===== src/rtl/stage4_mem.sv =====
// MEM stage of the 16-bit 5-stage pipeline: EX/MEM register plus req/ack handshake to a variable-latency data memory.
// Optional build macro MEM_PERF_CNT_EN enables the perf_mem_ops / perf_stall_cycles counters.
module stage4_mem #(
    parameter int unsigned ADDR_W = 16,
    localparam int unsigned DATA_W = 16,
    localparam int unsigned REG_W  = 2,
    localparam int unsigned SRC_W  = 2,
    localparam int unsigned CNT_W  = 16
) (
    input  logic              clk,
    input  logic              reset_n,
    input  logic [DATA_W-1:0] ALUOut,
    input  logic [DATA_W-1:0] StoreData,
    input  logic [DATA_W-1:0] PcVal,
    input  logic [REG_W-1:0]  RegWriteTarget,
    input  logic              MemRead,
    input  logic              MemWrite,
    input  logic [SRC_W-1:0]  RegWriteSrc,
    input  logic              RegWrite,
    output logic              d_req,
    output logic              d_we,
    output logic [ADDR_W-1:0] d_address,
    output logic [DATA_W-1:0] d_wdata,
    input  logic [DATA_W-1:0] d_rdata,
    input  logic              d_ack,
    output logic              Stall_OUT,
    output logic [DATA_W-1:0] ALUResult_OUT,
    output logic [DATA_W-1:0] MemData_OUT,
    output logic [DATA_W-1:0] PcVal_OUT,
    output logic [REG_W-1:0]  RegWriteTarget_OUT,
    output logic [SRC_W-1:0]  RegWriteSrc_OUT,
    output logic              RegWrite_OUT,
    output logic [DATA_W-1:0] MEM_RegWriteData,
    output logic              MEM_RegWrite,
    output logic [REG_W-1:0]  MEM_Rd,
    output logic [CNT_W-1:0]  perf_mem_ops,
    output logic [CNT_W-1:0]  perf_stall_cycles
);

    typedef enum logic [0:0] {
        IDLE   = 1'b0,
        ACCESS = 1'b1
    } state_t;

    typedef struct packed {
        logic [DATA_W-1:0] aluResult;
        logic [DATA_W-1:0] storeData;
        logic [DATA_W-1:0] pcVal;
        logic [REG_W-1:0]  rd;
        logic              memRead;
        logic              memWrite;
        logic [SRC_W-1:0]  src;
        logic              regWrite;
    } exmem_t;

    state_t            state;
    state_t            stateNext;
    exmem_t            exMemReg;
    exmem_t            exMemIn;
    logic [DATA_W-1:0] memDataReg;
    logic              accessDone;

    assign exMemIn = '{
        aluResult: ALUOut,
        storeData: StoreData,
        pcVal:     PcVal,
        rd:        RegWriteTarget,
        memRead:   MemRead,
        memWrite:  MemWrite,
        src:       RegWriteSrc,
        regWrite:  RegWrite
    };

    assign accessDone = (state == ACCESS) && d_ack;

    // State register
    always_ff @(posedge clk or negedge reset_n) begin
        if (!reset_n) begin
            state <= IDLE;
        end else begin
            state <= stateNext;
        end
    end

    // Next-state: the instruction being latched decides whether a memory access follows
    always_comb begin
        stateNext = state;
        case (state)
            IDLE: begin
                if (MemRead || MemWrite) begin
                    stateNext = ACCESS;
                end
            end
            ACCESS: begin
                if (d_ack) begin
                    stateNext = IDLE;
                end
            end
            default: stateNext = IDLE;
        endcase
    end

    // Outputs decoded from state and the EX/MEM register; ACCESS turns the WB slot into a bubble
    always_comb begin
        Stall_OUT    = 1'b0;
        d_req        = 1'b0;
        d_we         = 1'b0;
        d_address    = '0;
        d_wdata      = '0;
        RegWrite_OUT = 1'b0;
        MEM_RegWrite = 1'b0;
        case (state)
            IDLE: begin
                RegWrite_OUT = exMemReg.regWrite;
                MEM_RegWrite = exMemReg.regWrite;
            end
            ACCESS: begin
                Stall_OUT = 1'b1;
                d_req     = 1'b1;
                d_we      = exMemReg.memWrite;
                d_address = ADDR_W'(exMemReg.aluResult);
                d_wdata   = exMemReg.storeData;
            end
            default: begin
                Stall_OUT = 1'b0;
            end
        endcase
    end

    // EX/MEM register and load-data capture; a write wins when both controls are set
    always_ff @(posedge clk or negedge reset_n) begin
        if (!reset_n) begin
            exMemReg   <= '0;
            memDataReg <= '0;
        end else begin
            if (state == IDLE) begin
                exMemReg <= exMemIn;
            end
            if (accessDone && exMemReg.memRead && !exMemReg.memWrite) begin
                memDataReg <= d_rdata;
            end
        end
    end

    // Forwarding value selected by writeback source
    always_comb begin
        MEM_RegWriteData = exMemReg.aluResult;
        case (exMemReg.src)
            2'd1:    MEM_RegWriteData = memDataReg;
            2'd2:    MEM_RegWriteData = exMemReg.pcVal;
            default: MEM_RegWriteData = exMemReg.aluResult;
        endcase
    end

    assign ALUResult_OUT      = exMemReg.aluResult;
    assign MemData_OUT        = memDataReg;
    assign PcVal_OUT          = exMemReg.pcVal;
    assign RegWriteTarget_OUT = exMemReg.rd;
    assign RegWriteSrc_OUT    = exMemReg.src;
    assign MEM_Rd             = exMemReg.rd;

`ifdef MEM_PERF_CNT_EN
    logic [CNT_W-1:0] perfOpsReg;
    logic [CNT_W-1:0] perfStallReg;

    // Saturating counters of completed accesses and stalled cycles
    always_ff @(posedge clk or negedge reset_n) begin
        if (!reset_n) begin
            perfOpsReg   <= '0;
            perfStallReg <= '0;
        end else begin
            if ((state == ACCESS) && (perfStallReg != '1)) begin
                perfStallReg <= perfStallReg + CNT_W'(1);
            end
            if (accessDone && (perfOpsReg != '1)) begin
                perfOpsReg <= perfOpsReg + CNT_W'(1);
            end
        end
    end

    assign perf_mem_ops      = perfOpsReg;
    assign perf_stall_cycles = perfStallReg;
`else
    assign perf_mem_ops      = '0;
    assign perf_stall_cycles = '0;
`endif

endmodule

===== config.mk =====
export PLATFORM = sky130hd
export DESIGN_NAME = stage4_mem
export DESIGN_NICKNAME = d
export VERILOG_FILES = /design/src/rtl/stage4_mem.sv
export SDC_FILE = /design/constraint.sdc
export NUM_CORES = 1
export LEC_CHECK = 0
export BUFFER_PORTS_ARGS = -buffer_cell sky130_fd_sc_hd__buf_2
export CAP_MARGIN = 40
export CORE_MARGIN = 2
export CORE_UTILIZATION = 50
export CTS_BUF_LIST = sky130_fd_sc_hd__clkbuf_4 sky130_fd_sc_hd__clkbuf_8
export DETAILED_ROUTE_END_ITERATION = 16
export GPL_TIMING_DRIVEN = 0
export PLACE_DENSITY = 0.89
export SLEW_MARGIN = 20
export SYNTH_ARGS = -nofsm -noshare
export SYNTH_HDL_FRONTEND = slang
export SYNTH_SLANG_ARGS = --single-unit

===== constraint.sdc =====
create_clock -name clk -period 4.4 [get_ports clk]
set_clock_uncertainty 0.2 [all_clocks]
set_input_delay 0.44 -clock clk [delete_from_list [all_inputs] [get_ports clk]]
set_output_delay 0.44 -clock clk [all_outputs]
set_load 0.02 [all_outputs]

==> key figures, run 1 <==
Layout
  • Multi-input gate area: 1490 sq um
  • Design area: 5190 sq um
  • Fillcell total: 532
  • N_diodes: 0
  • Final Util: 70.8%
  • Nets: 623
  • Layout area overhead: 35.7%
  • Fraction of layout cells with a size suffix above 1: 63.5%
  • FF/Latch Area: 1800 sq um

Placed design
  • PortBufs: 180
  • Post-DP HPWL: 7900 um
  • Area of placed instances: 4990 sq um
  • RePlAce Congestion: 0.781

Synth
  • Post-synthesis cell count: 323
  • Yosys top cell by area: dfrtp_1
  • Area share of the largest cell type after synthesis: 47.1%
  • Seq/Total Area, Yosys: 47.1%
  • Synth cell count leaders: 78 x buf_4, 72 x dfrtp_1, 61 x mux2_2
  • Most frequent cell after synthesis: buf_4
  • Async SR Flop Fraction: 100%
  • Most area-consuming cells after synthesis: dfrtp_1 47%, mux2_2 18%, buf_4 15%
  • Distinct cells, synth: 20
  • Syn Area/Cell: 11.8 sq um
  • EDFF count, synth: 0
  • Synth warn: 0
  • Post-synthesis cell area: 3820 sq um
  • FF+latch count, synth: 72
  • Primary FF master, synth: dfrtp_1

Global routing
  • Vias in the first global route: 3221
  • M2 GR Usage: 43.0%
  • Total gr overflow: 0
  • Total track usage: 24.0%
  • Pin count of the biggest net entering global routing: 45
  • Met3 Use GR: 6.47%
  • Most used routing layer: met2
  • Antenna violations before repair: 0
  • Met1 Track Usage GR: 27.7%
  • Global-route wire length before repair: 15700 um

Setup path
  • CP arrival: 2.13 ns
  • CP startpoint kind: flop
  • Max incr delay on CP: 0.43 ns
  • Slowest-stage cell, CP: dfrtp_1
  • Worst-path fanout max: 10
  • CP endpoint kind: output pin
  • Critical path buffers and inverters: 4
  • CP Class: flop to output pin
  • Critical path's top delay family: buffers and inverters
  • Crit-path cells: inv_1 -> ha_1 -> buf_1 -> buf_2 -> a22oi_1 -> o21ai_0 -> buf_2
  • Required time of the critical path: 3.76 ns
  • Most common cell on crit path: buf_2

Floorplanning
  • Num ports: 213
  • Chip Width: 91.5 um
  • Num rows: 31
  • Core ar.: 7330 sq um
  • Initial core utilization: 52.2%
  • Die area: 8360 sq um
  • Die height: 91.5 um

Timing
  • Slew HR: 61.9%
  • Fin Setup TNS: 0 ns
  • Max Slew Vio Count: 0
  • Count of final setup violators: 0
  • Min Tclk post-route: 2.77 ns
  • Worst slew pin tran: 0.571 ns
  • RSZ-0062 raised after global routing: false
  • Highest Clock Rate: 361 MHz
  • Post-route clock period utilization: 63.0%
  • Final hold vios: 0

Route
  • # DRC: 0
  • Starting DRC count in detailed routing: 60
  • Via Count: 3031
  • WL per Instance: 15.5 um
  • Post-Route WL: 10100 um
  • Routed vias/inst: 4.66
  • Antenna Nets Post-Route: 0
  • TritonRoute pass-1 iters: 4

Clocking
  • Clock sinks: 72
  • Root buf cell: clkbuf_8
  • CTS tree: built
  • Clk_lat worst skew: 0.33 ns
  • H-tree level count: 3
  • Clock Tree Buf Depth: 2
  • CTS buffer count: 9
  • Clock transition at the registers of the reported paths: 0.08 ns
  • Post-CTS resize count: 0

Outcome
  • Status: finished, final reports clean

Job
  • Max-cap violation count: 0

Hold path
  • HP Class: primary input to flop

Pwr
  • Max rail drop VDD: 0.000305 V
  • Static Leak: 2.78 nW
  • Pwr dens: 530 nW/um^2
==> stage by stage <==
| stage | hold slack (ns) | std cells | setup WS [ns] | total power [W] |
|---|---|---|---|---|
| floorplan | -0.0556 | 354 | 2.20 | 0.00183 |
| global placement | 0.280 | 633 | 2.12 | 0.00222 |
| detailed placement | 0.192 | 634 | 2.02 | 0.00226 |
| CTS | 0.115 | 650 | 1.63 | 0.00276 |
| global route | 0.119 | 650 | 1.52 | 0.00289 |
| finish | 0.123 | 650 | 1.63 | 0.00275 |
==> registers in the layout, summed over array words and instances, names as in the netlist <==
signal,count
exMemReg,19
MemData_OUT,16
MEM_Rd,2
state,1
RegWriteSrc_OUT,2
PcVal_OUT,16
ALUResult_OUT,16
==> where the power goes <==
group          switching (W)  total [W]  leakage, nW  internal, W
clock network       0.000236   0.000499       0.0975     0.000263
logic               0.000712    0.00127         1.84     0.000560
registers           0.000142   0.000978        0.842     0.000836
total                0.00109    0.00275         2.78      0.00166
==> repair_timing <==
item                                   in CTS  in global routing
buffers inserted                            0                  0
endpoints found under the hold margin      28                  0
hold buffers                                1                  0
==> placed cells by master, fill, tap and decap left out, drive strengths merged <==
master	n
and2	33
conb	32
nand4b	1
buf	264
nor3	1
o21ai	16
clkinvlp	1
nor2b	1
dfrtp	72
nand2	16
dlygate4sd3	1
a21oi	1
a22oi	16
ha	2
clkinv	1
mux2	71
inv	2
clkbuf	20
==> final timing paths <==
kind	start	to	slack [ns]	depth (start not counted)
min reg2reg	exMemReg[32]	exMemReg[32]	0.30	1
max reg2reg	state	ALUResult_OUT[7]	2.75	3
max	RegWriteSrc_OUT[1]	MEM_RegWriteData[5]	1.63	7
max in group asynchronous	reset_n	MemData_OUT[10]	3.06	3
min in group asynchronous	reset_n	MEM_Rd[1]	0.35	2
min	ALUOut[13]	ALUResult_OUT[13]	0.12	2
==> cell families (layout without fill, tap and decap cells) <==
group	after synthesis	count (layout)	share of synthesized area, %
compound gates	33	33	5.37
simple gates	52	52	7.89
fa+ha+maj	2	2	0.654
flops	72	72	47.1
buf+inv	92	289	17.0
other cells	1	32	0.0981
mux	71	71	21.9
==> final cells by class <==
cell class	instances	area share, %
well taps	99	2.39
repair buffers	182	18.0
clock inverters	2	0.241
flip-flops and latches	72	34.7
plain buffers	90	12.4
inverters	2	0.145
clock buffers	13	3.45
multi-input cells	190	28.7
==> metal layers <==
layer | up-vias | share of wire [%]
li1 | 1430 | -
met1 | 1433 | 39
met2 | 157 | 51
met3 | 11 | 8.7
met4 | 0 | 1.1
met5 | - | 0
Power figures use the tool's default switching activity.
==> run 2: changes to the inputs <==
--- a/config.mk
+++ b/config.mk
@@ -8,11 +8,11 @@
 export BUFFER_PORTS_ARGS = -buffer_cell sky130_fd_sc_hd__buf_2
 export CAP_MARGIN = 40
 export CORE_MARGIN = 2
-export CORE_UTILIZATION = 50
+export CORE_UTILIZATION = 42
 export CTS_BUF_LIST = sky130_fd_sc_hd__clkbuf_4 sky130_fd_sc_hd__clkbuf_8
 export DETAILED_ROUTE_END_ITERATION = 16
 export GPL_TIMING_DRIVEN = 0
-export PLACE_DENSITY = 0.89
+export PLACE_DENSITY = 0.8
 export SLEW_MARGIN = 20
 export SYNTH_ARGS = -nofsm -noshare
 export SYNTH_HDL_FRONTEND = slang
==> constraint.sdc (replaced) <==
create_clock -name clk -period 2.2 [get_ports clk]
set_clock_uncertainty 0.2 [all_clocks]
set_input_delay 0.22 -clock clk [delete_from_list [all_inputs] [get_ports clk]]
set_output_delay 0.22 -clock clk [all_outputs]
set_load 0.02 [all_outputs]
==> run 2 against run 1 <==
Global-route usage grew 0.60 points. Via count increased by 12%. First-iteration DRC count up 38%. Critical path depth fell by 2. Hold slack improved by 0.025 ns. Sequential cell count unchanged. Utilization decreased by 1.8 points. Setup slack got worse by 1.5 ns. Critical path type unchanged. Critical endpoint is now MEM_RegWriteData[4].
==> key figures, run 2 (same netlist as run 1, synthesis figures left out) <==
Setup path
  • CP startpoint kind: flop
  • Worst-path fanout max: 10 (unchanged)
  • CP arrival: 1.67 ns (-0.46 ns)
  • Crit Reg-Reg Startpoint: state
  • CP Class: flop to output pin
  • Crit path launch: RegWriteSrc_OUT[0]
  • CP endpoint kind: output pin
  • Required time of the critical path: 1.78 ns (-1.98 ns)

Timing
  • Min Tclk post-route: 2.09 ns
  • Highest Clock Rate: 477 MHz
  • Fin Setup TNS: 0 ns (unchanged)
  • Post-route clock period utilization: 95.2%
  • Final hold vios: 0 (unchanged)
  • Max Slew Vio Count: 0 (unchanged)
  • Count of final setup violators: 0 (unchanged)
  • RSZ-0062 raised after global routing: false

Pwr
  • Pwr dens: 974 nW/um^2 (+84%)
  • Max rail drop VDD: 0.000510 V (+67%)
  • Static Leak: 3.13 nW (+13%)

Clocking
  • CTS buffer count: 9 (unchanged)
  • Root buf cell: clkbuf_8
  • Clk_lat worst skew: 0.34 ns (about the same)
  • CTS tree: built
  • Clock transition at the registers of the reported paths: 0.08 ns (about the same)
  • H-tree level count: 3 (unchanged)
  • Clock sinks: 72 (unchanged)
  • Clock Tree Buf Depth: 2 (unchanged)

Floorplanning
  • Die area: 9880 sq um (+18%)
  • Initial core utilization: 43.6% (-8.5 points)
  • Die height: 99.4 um (+8.7%)
  • Core ar.: 8760 sq um (+20%)
  • Num rows: 34 (+9.7%)
  • Num ports: 213 (unchanged)
  • Chip Width: 99.4 um (+8.7%)

Placed design
  • Post-DP HPWL: 8410 um (+6.5%)
  • RePlAce Congestion: 0.939 (+20%)
  • Area of placed instances: 5000 sq um (+0.23%)
  • PortBufs: 180 (unchanged)

Layout
  • Max reg flops: 19 (unchanged)
  • Layout area overhead: 58.0%
  • Nets: 695 (+12%)
  • Commonest non-fill, non-tap cells in the layout: 172 x buf_2, 87 x buf_4, 74 x dlygate4sd3_1
  • Design area: 6040 sq um (+16%)
  • Fillcell total: 638 (+20%)
  • Commonest non-fill, non-tap cell in the layout: buf_2
  • Largest reg by FF count: exMemReg
  • Fraction of layout cells with a size suffix above 1: 58.3% (-5.2 points)
  • N_diodes: 0 (unchanged)

Global routing
  • Pin count of the biggest net entering global routing: 42 (-6.7%)
  • Total track usage: 24.6% (+0.60 points)
  • Total gr overflow: 0 (unchanged)
  • Antenna violations before repair: 0 (unchanged)
  • Global-route wire length before repair: 18900 um (+20%)
  • Vias in the first global route: 3709 (+15%)

Outcome
  • Status: finished, final reports clean

Route
  • Post-Route WL: 12200 um (+21%)
  • WL per Instance: 16.7 um (+7.2%)
  • Starting DRC count in detailed routing: 83 (+38%)
  • Antenna Nets Post-Route: 0 (unchanged)
  • Routed vias/inst: 4.65 (-0.33%)
  • # DRC: 0 (unchanged)
  • TritonRoute pass-1 iters: 5 (+1)
  • Via Count: 3402 (+12%)

Hold path
  • HP Class: primary input to async pin

Job
  • Max-cap violation count: 0 (unchanged)
[run 2: worst paths after layout]
| check | endpoint | slack, ns | cells after the start |
|---|---|---|---|
| worst max-delay path | MEM_RegWriteData[4] | 0.11 | 5 |
| worst min-delay path | exMemReg[24] | 0.15 | 2 |
| worst max register to register | state | 0.24 | 5 |
| worst min register to register | exMemReg[36] | 0.31 | 1 |
| max in group asynchronous | ALUResult_OUT[6] | 1.07 | 3 |
| min in group clk | exMemReg[36] | 0.31 | 1 |
[run 2: layout make-up]
class                      instances  area, sq um  share of cell area (%)
inverter                           2         7.51                   0.124
tap                              108          135                    2.24
clock inverter                     4         52.6                   0.870
sequential                        72         1800                    29.8
timing repair buffer             256         1690                    28.0
multi-input combinational        190         1520                    25.2
buffer                            88          674                    11.2
clock buffer                      12          159                    2.63
[run 2: through the flow]
| step | instances | worst slack, ns | hold slack (ns) | utilization, % | total power (W) |
|---|---|---|---|---|---|
| after CTS | 732 | 0.00840 | 0.145 | 68.2 | 0.00579 |
| final | 732 | 0.105 | 0.147 | 68.9 | 0.00588 |
| after detailed placement | 643 | 0.0826 | -0.0121 | 57.0 | 0.00455 |
| after global routing | 732 | 0.00309 | 0.182 | 68.9 | 0.00619 |
| after floorplan | 354 | 0.222 | -0.276 | - | 0.00366 |
| after global placement | 642 | 0.0790 | 0.248 | 56.8 | 0.00448 |
[run 2: metal layers]
layer / vias up / track usage [%] / wire length, um
li1: 1583 / - / -
met1: 1633 / 27.6 / 4660
met2: 170 / 46.2 / 6410
met3: 16 / 5.90 / 945
met4: 0 / 6.95 / 185
met5: - / 0 / 0
[run 2: repair_timing]
action,in CTS,in global routing
hold buffers,74,0
setup buffers,1,0
gates resized for setup,12,27
pin swaps,0,0
setup endpoints to repair,27,28
hold endpoints to repair,121,0
[run 2: critical path: stages (launching register included)]
cell	delay [ns]
dfrtp_1	0.42
inv_2	0.07
ha_4	0.27
clkbuf_4	0.19
o21ai_0	0.18
buf_2	0.20
[run 2: power breakdown]
part           switching [W]  total [W]  internal [W]
Sequential          0.000303    0.00198       0.00167
Combinational        0.00151    0.00282       0.00131
Clock               0.000489    0.00109      0.000601
